--- src/rtl/axi_r_router_if.sv ---
// Read-data channel bundle for the R router: slave-side beats in, shared master-side beat out.
// The router attaches through the slave modport; the surrounding fabric uses the master modport.
interface axi_r_router_if #(
    parameter int unsigned NUM_S     = 5,
    parameter int unsigned NUM_M     = 2,
    parameter int unsigned ID_BITS   = 4,
    parameter int unsigned DATA_BITS = 32
);
    localparam int unsigned MB       = (NUM_M > 1) ? $clog2(NUM_M) : 1;
    localparam int unsigned IDS_BITS = ID_BITS + MB;

    logic [NUM_S*IDS_BITS-1:0]  RID_S;
    logic [NUM_S*DATA_BITS-1:0] RDATA_S;
    logic [NUM_S*2-1:0]         RRESP_S;
    logic [NUM_S-1:0]           RLAST_S;
    logic [NUM_S-1:0]           RVALID_S;
    logic [NUM_S-1:0]           RREADY_S;

    logic [NUM_M-1:0]           RREADY_M;
    logic [ID_BITS-1:0]         RID_M;
    logic [DATA_BITS-1:0]       RDATA_M;
    logic [1:0]                 RRESP_M;
    logic                       RLAST_M;
    logic [NUM_M-1:0]           RVALID_M;

    modport slave (
        input  RID_S, RDATA_S, RRESP_S, RLAST_S, RVALID_S, RREADY_M,
        output RREADY_S, RID_M, RDATA_M, RRESP_M, RLAST_M, RVALID_M
    );

    modport master (
        output RID_S, RDATA_S, RRESP_S, RLAST_S, RVALID_S, RREADY_M,
        input  RREADY_S, RID_M, RDATA_M, RRESP_M, RLAST_M, RVALID_M
    );
endinterface

--- src/rtl/axi_r_router.sv ---
// Routes read-data beats from NUM_S slaves to NUM_M masters by the RID destination bits.
// Round-robin arbitration per burst; the grant is locked until the last beat handshakes.
module axi_r_router #(
    parameter int unsigned NUM_S     = 5,
    parameter int unsigned NUM_M     = 2,
    parameter int unsigned ID_BITS   = 4,
    parameter int unsigned DATA_BITS = 32
) (
    input  logic                     ACLK,
    input  logic                     ARESETn,
    axi_r_router_if.slave            bus,
    output logic [$clog2(NUM_S)-1:0] GNT_IDX,
    output logic                     GNT_LOCK
);
    localparam int unsigned MB       = (NUM_M > 1) ? $clog2(NUM_M) : 1;
    localparam int unsigned IDS_BITS = ID_BITS + MB;
    localparam int unsigned SB       = $clog2(NUM_S);
    localparam int unsigned SW       = SB + 1;

    typedef enum logic {IDLE, BURST} state_t;

    state_t              state, state_n;
    logic [SB-1:0]       ptr, ptr_n;
    logic [SB-1:0]       hg, hg_n;

    logic                grant;
    logic [SB-1:0]       g;
    logic [SW-1:0]       idx;
    logic [SB-1:0]       idx_s;
    logic [IDS_BITS-1:0] rid_g;
    logic [DATA_BITS-1:0] data_g;
    logic [1:0]          resp_g;
    logic                last_g;
    logic                vld_g;
    logic [MB-1:0]       dst;
    logic                ready;
    logic                hs;

    function automatic logic [SB-1:0] wrap_inc(input logic [SB-1:0] x);
        return (32'(x) == NUM_S - 1) ? '0 : x + SB'(1);
    endfunction

    // Grant selection: held grant in BURST, otherwise first valid slave from PTR onward
    always_comb begin
        grant = 1'b0;
        g     = '0;
        idx   = '0;
        idx_s = '0;
        if (state == BURST) begin
            grant = 1'b1;
            g     = hg;
        end else begin
            for (int unsigned k = 0; k < NUM_S; k++) begin
                idx = {1'b0, ptr} + SW'(k);
                if (idx >= SW'(NUM_S)) idx = idx - SW'(NUM_S);
                idx_s = SB'(idx);
                if (!grant && bus.RVALID_S[idx_s]) begin
                    grant = 1'b1;
                    g     = idx_s;
                end
            end
        end
    end

    // Zero-latency forwarding of the granted slave's beat
    always_comb begin
        rid_g  = '0;
        data_g = '0;
        resp_g = '0;
        last_g = 1'b0;
        vld_g  = 1'b0;
        for (int unsigned i = 0; i < NUM_S; i++) begin
            if (grant && g == SB'(i)) begin
                rid_g  = bus.RID_S[i*IDS_BITS +: IDS_BITS];
                data_g = bus.RDATA_S[i*DATA_BITS +: DATA_BITS];
                resp_g = bus.RRESP_S[i*2 +: 2];
                last_g = bus.RLAST_S[i];
                vld_g  = bus.RVALID_S[i];
            end
        end
    end

    assign dst = rid_g[IDS_BITS-1:ID_BITS];

    // Destination decode; an unmapped destination is always ready so its beats drain
    always_comb begin
        ready        = 1'b1;
        bus.RVALID_M = '0;
        for (int unsigned j = 0; j < NUM_M; j++) begin
            if (dst == MB'(j)) begin
                ready           = bus.RREADY_M[j];
                bus.RVALID_M[j] = vld_g;
            end
        end
    end

    assign hs = vld_g & ready;

    always_comb begin
        bus.RREADY_S = '0;
        for (int unsigned i = 0; i < NUM_S; i++) begin
            bus.RREADY_S[i] = hs && (g == SB'(i));
        end
    end

    assign bus.RID_M   = rid_g[ID_BITS-1:0];
    assign bus.RDATA_M = data_g;
    assign bus.RRESP_M = resp_g;
    assign bus.RLAST_M = last_g;
    assign GNT_IDX     = g;
    assign GNT_LOCK    = (state == BURST);

    always_ff @(posedge ACLK or negedge ARESETn) begin
        if (!ARESETn) begin
            state <= IDLE;
            ptr   <= '0;
            hg    <= '0;
        end else begin
            state <= state_n;
            ptr   <= ptr_n;
            hg    <= hg_n;
        end
    end

    // A stalled first beat also locks, so the grant cannot move under a waiting beat
    always_comb begin
        state_n = state;
        ptr_n   = ptr;
        hg_n    = hg;
        case (state)
            IDLE: begin
                if (grant) begin
                    if (hs && last_g) begin
                        ptr_n = wrap_inc(g);
                    end else begin
                        state_n = BURST;
                        hg_n    = g;
                    end
                end
            end
            BURST: begin
                if (hs && last_g) begin
                    state_n = IDLE;
                    ptr_n   = wrap_inc(hg);
                end
            end
            default: state_n = IDLE;
        endcase
    end
endmodule

--- src/flat_wrapper.sv ---
// flat-port wrapper written by rule: the top's interface ports become plain ports
module axi_r_router_flat 
#(
    parameter int unsigned NUM_S     = 5,
    parameter int unsigned NUM_M     = 2,
    parameter int unsigned ID_BITS   = 4,
    parameter int unsigned DATA_BITS = 32
)
  (ACLK, ARESETn, GNT_IDX, GNT_LOCK, bus_RID_S, bus_RDATA_S, bus_RRESP_S, bus_RLAST_S, bus_RVALID_S, bus_RREADY_M, bus_RREADY_S, bus_RID_M, bus_RDATA_M, bus_RRESP_M, bus_RLAST_M, bus_RVALID_M);
  axi_r_router_if #(.NUM_S(NUM_S), .NUM_M(NUM_M), .ID_BITS(ID_BITS), .DATA_BITS(DATA_BITS)) bus_i ();
  input  logic ACLK;
  input  logic ARESETn;
  output logic [$clog2(NUM_S)-1:0] GNT_IDX;
  output logic GNT_LOCK;
  input wire logic [$bits(bus_i.RID_S)-1:0] bus_RID_S;
  input wire logic [$bits(bus_i.RDATA_S)-1:0] bus_RDATA_S;
  input wire logic [$bits(bus_i.RRESP_S)-1:0] bus_RRESP_S;
  input wire logic [$bits(bus_i.RLAST_S)-1:0] bus_RLAST_S;
  input wire logic [$bits(bus_i.RVALID_S)-1:0] bus_RVALID_S;
  input wire logic [$bits(bus_i.RREADY_M)-1:0] bus_RREADY_M;
  output wire logic [$bits(bus_i.RREADY_S)-1:0] bus_RREADY_S;
  output wire logic [$bits(bus_i.RID_M)-1:0] bus_RID_M;
  output wire logic [$bits(bus_i.RDATA_M)-1:0] bus_RDATA_M;
  output wire logic [$bits(bus_i.RRESP_M)-1:0] bus_RRESP_M;
  output wire logic [$bits(bus_i.RLAST_M)-1:0] bus_RLAST_M;
  output wire logic [$bits(bus_i.RVALID_M)-1:0] bus_RVALID_M;
  assign bus_i.RID_S = bus_RID_S;
  assign bus_i.RDATA_S = bus_RDATA_S;
  assign bus_i.RRESP_S = bus_RRESP_S;
  assign bus_i.RLAST_S = bus_RLAST_S;
  assign bus_i.RVALID_S = bus_RVALID_S;
  assign bus_i.RREADY_M = bus_RREADY_M;
  assign bus_RREADY_S = bus_i.RREADY_S;
  assign bus_RID_M = bus_i.RID_M;
  assign bus_RDATA_M = bus_i.RDATA_M;
  assign bus_RRESP_M = bus_i.RRESP_M;
  assign bus_RLAST_M = bus_i.RLAST_M;
  assign bus_RVALID_M = bus_i.RVALID_M;
  axi_r_router #(.NUM_S(NUM_S), .NUM_M(NUM_M), .ID_BITS(ID_BITS), .DATA_BITS(DATA_BITS)) u_core (.ACLK(ACLK), .ARESETn(ARESETn), .bus(bus_i), .GNT_IDX(GNT_IDX), .GNT_LOCK(GNT_LOCK));
endmodule
--- config.mk ---
export PLATFORM = sky130hd
export DESIGN_NAME = axi_r_router_flat
export DESIGN_NICKNAME = d
export VERILOG_FILES = /design/src/rtl/axi_r_router_if.sv /design/src/rtl/axi_r_router.sv /design/src/flat_wrapper.sv
export SDC_FILE = /design/constraint.sdc
export NUM_CORES = 1
export LEC_CHECK = 0
export BUFFER_PORTS_ARGS = -buffer_cell sky130_fd_sc_hd__buf_2
export CORE_AREA = 3 3 96 134
export DETAILED_ROUTE_END_ITERATION = 16
export DIE_AREA = 0 0 99 137
export GPL_ROUTABILITY_DRIVEN = 0
export GPL_TIMING_DRIVEN = 0
export PLACE_DENSITY_LB_ADDON = 0.12
export SLEW_MARGIN = 20
export SYNTH_ARGS = -nofsm -noshare
export SYNTH_HDL_FRONTEND = slang
export SYNTH_SLANG_ARGS = --single-unit
--- constraint.sdc ---
create_clock -name ACLK -period 6.2 [get_ports ACLK]
set_input_delay 0.62 -clock ACLK [delete_from_list [all_inputs] [get_ports ACLK]]
set_output_delay 0.62 -clock ACLK [all_outputs]
set_load 0.005 [all_outputs]
==> flow_metrics.env <==
export IMPL_status="complete, no violations"
export IMPL_max_freq_mhz=166
export IMPL_use_met1=0.323
export IMPL_grt_pass1_wl_um=28300
export IMPL_cts_tree="yes"
export IMPL_detail_route_antenna_nets=0
export IMPL_grt_use_met2=0.476
export IMPL_grt_antenna_before_repair=1
export IMPL_worstReg2RegStart="u_core.ptr[0]"
export IMPL_clk_pin_slew_ns=0.04
export IMPL_peakVddDrop_mv=0.298
export IMPL_portBuffers=256
export IMPL_crit_buf_inv=9
export IMPL_synth_flop_cell="dfrtp_1"
export IMPL_num_nets_final=1026
export IMPL_synthCells=522
export IMPL_ys_types=70
export IMPL_final_setup_tns_ns=0
export IMPL_drive_gt1_frac=0.454
export IMPL_hold_path_class="in -> async"
export IMPL_die_area_mm2=0.0136
export IMPL_hold_viol_final=0
export IMPL_synth_edf_count=0
export IMPL_ff2ff_path_depth=26
export IMPL_start_kind="flop"
export IMPL_fin_crit_ns=6.02
export IMPL_syn_nets=747
export IMPL_critPathMaxFanout=10
export IMPL_arrival_ns=5.40
export IMPL_p_leak_nw=2.49
export IMPL_power_total_w=0.00379
export IMPL_r2r_end="u_core.hg[2]"
export IMPL_rows=47
export IMPL_dr_pass1_iters=5
export IMPL_setup_viol=0
export IMPL_final_instance_count_excl_fill=949
export IMPL_synth_async_reset_ratio=1.00
export IMPL_die_h_um=137
export IMPL_core_area_mm2=0.0118
export IMPL_wl_per_cell_um=20.4
export IMPL_drv_cap=0
export IMPL_postRouteWirelength_um=19300
export IMPL_finalCritPeriodShare=0.971
export IMPL_cts_buffer_depth=2
export IMPL_ctsHoldBuffers=0
export IMPL_drtIter0Drc=316
export IMPL_cp_startpoint="u_core.ptr[0]"
export IMPL_worstMarginPinSlew_ns=0.599
export IMPL_cp_slowest_cell="or4_1"
export IMPL_r2r_setup_slack_ns=0.30
export IMPL_top_usage_layer="met2"
export IMPL_insertion_delay_ns=0.23
export IMPL_num_vias=5416
export IMPL_numCtsBuffers=3
export IMPL_slew_headroom=0.601
export IMPL_met3_usage=0.0393
export IMPL_cts_root_buffer_cell="clkbuf_16"
export IMPL_synthesis_area_mm2=0.00339
export IMPL_path_cells="buf_6 -> clkinvlp_4 -> buf_4 -> ha_1 -> inv_1 -> fa_2 -> or4_1 -> a21oi_2 -> buf_4 -> nor2b_1 -> a32oi_2 -> o211a_1 -> a21o_1 -> inv_1 -> ha_1 -> a2111oi_4 -> clkbuf_4 -> buf_2 -> a22oi_1 -> o21ai_0 -> buf_2"
export IMPL_crit_path_end_kind="output port"
export IMPL_place_inst=925
export IMPL_slew_viol_final=0
export IMPL_skew_ns=0.00430
export IMPL_ios=259
export IMPL_required_ns=5.58
export IMPL_path_class="reg -> out"
export IMPL_avgSynthCellArea_um2=6.49
export IMPL_route_detailed_drc=0
export IMPL_start_util=0.287
export IMPL_ys_seq_area_frac=0.0517
export IMPL_die_w_um=99
export IMPL_holdWs_ns=0.211
export IMPL_crit_family="compound AO/OA/AOI/OAI gates"
export IMPL_grt_max_degree=11
export IMPL_p_per_area_mw_per_mm2=712
export IMPL_clkSinkCount=7
export IMPL_dp_hpwl_um=15800
export IMPL_grt_overflow=0
export IMPL_syn_to_final_growth_pct=56.8
export IMPL_htree_levels=1
export IMPL_ys_ff_latch=7
export IMPL_yosys_warnings=0
export IMPL_grt_pass1_vias=5188
export IMPL_vias_per_cell=5.71
export IMPL_max_stage_delay_ns=0.53
export IMPL_grt_usage=0.260
-- report_power, final --
group | internal [W] | switching (W)
sequential | 0.0000678 | 0.0000358
combinational | 0.00150 | 0.00207
clock | 0.0000855 | 0.0000237
-- kinds of logic after synthesis --
group | synth area share
muxes | 0.0528
xor gates and xnor gates | 0.00517
and+or+nand+nor | 0.255
buffers and inverters | 0.0819
DFF | 0.0517
adders and majority gates | 0.0613
AOI/OAI and AO/OA | 0.492
-- cells in the mapped netlist, types with 5 or more instances --
library cell | n | area share
nor2b_1 | 7 | 0.013
nand3_1 | 6 | 0.0089
and2_1 | 5 | 0.0092
inv_1 | 12 | 0.013
a211oi_1 | 8 | 0.018
o21ai_0 | 91 | 0.13
a21o_1 | 5 | 0.011
mux2_2 | 5 | 0.017
nand2b_1 | 9 | 0.017
a22oi_1 | 78 | 0.17
nand2_1 | 96 | 0.11
dfrtp_1 | 7 | 0.052
ha_1 | 15 | 0.055
a21oi_1 | 14 | 0.021
mux2i_1 | 7 | 0.021
clkbuf_1 | 36 | 0.040
nor2_1 | 24 | 0.027
-- worst max path at each step --
| stage | depth (start not counted) | endpoint |
|---|---|---|
| detailed placement | 27 | bus_RREADY_S[2] |
| floorplan | 26 | bus_RREADY_S[0] |
| CTS | 26 | bus_RREADY_S[2] |
| global placement | 27 | bus_RREADY_S[0] |
| global route | 26 | bus_RREADY_S[1] |
| finish | 21 | bus_RID_M[0] |
-- worst reg2reg max path: stages (launching register included) --
cell,delay (ns)
dfrtp_2,0.42
buf_6,0.15
clkinvlp_4,0.12
buf_4,0.15
ha_1,0.23
inv_1,0.08
fa_2,0.38
or4_1,0.53
a21oi_2,0.22
nor2_2,0.10
o311ai_1,0.09
nor2_1,0.06
o21ai_0,0.12
a32oi_1,0.15
a311o_1,0.32
and2_2,0.22
ha_4,0.19
nor2b_1,0.14
o311a_1,0.13
o21a_2,0.16
or2_0,0.22
buf_6,0.15
a221o_1,0.38
buf_4,0.16
o2111ai_4,0.28
nor3b_4,0.28
mux2_1,0.34
-- repair_timing --
item | in CTS | in global routing
pin swaps | 5 | 14
endpoints found under the setup margin | 53 | 46
resized for setup | 34 | 46
endpoints found under the hold margin | 0 | 0
setup buffers | 9 | 12
-- layer usage --
metal,routed length (um),share of wire
met1,7390,0.38
met3,1540,0.080
met4,399,0.021
met2,10000,0.52
met5,7,0.00036
-- placed cells by master (no fill, tap or decap), types with 4 or more instances in the layout --
cell	n
a211oi_1	8
buf_6	4
a221o_1	4
ha_1	10
a22oi_1	78
buf_4	24
a31oi_1	4
nand2_1	95
nor2b_1	6
clkbuf_2	14
clkbuf_1	18
nor2_1	19
a21oi_1	11
a21oi_2	5
dfrtp_1	4
mux2_2	5
mux2i_1	6
and3_1	4
buf_2	260
ha_4	4
nand2b_1	8
nand3_1	6
o21ai_0	90
inv_1	10
a21o_1	5
-- state kept, by name (all words and copies together) (netlist names) --
name	count
u_core.GNT_LOCK	1
u_core.hg	3
u_core.ptr	3
-- final cells by class --
cell class              instances  area [um^2]
flip-flops and latches          7          179
repair buffers                277         1440
plain buffers                  46          259
diodes                          2         5.00
well taps                     147          184
multi-input cells             453         3120
inverters                      13         52.6
clock buffers                   4         78.8
fillers                      1311         6500
-- through the flow --
stage | worst slack [ns] | util | area, um^2
after floorplan | 0.345 | - | 3390
after global placement | -0.953 | 0.411 | 4850
after detailed placement | -1.08 | 0.411 | 4850
after CTS | 0.0228 | 0.430 | 5090
after global routing | -0.0519 | 0.449 | 5310
final | 0.178 | 0.450 | 5320
Note: power is estimated with default switching activity, not from simulation.
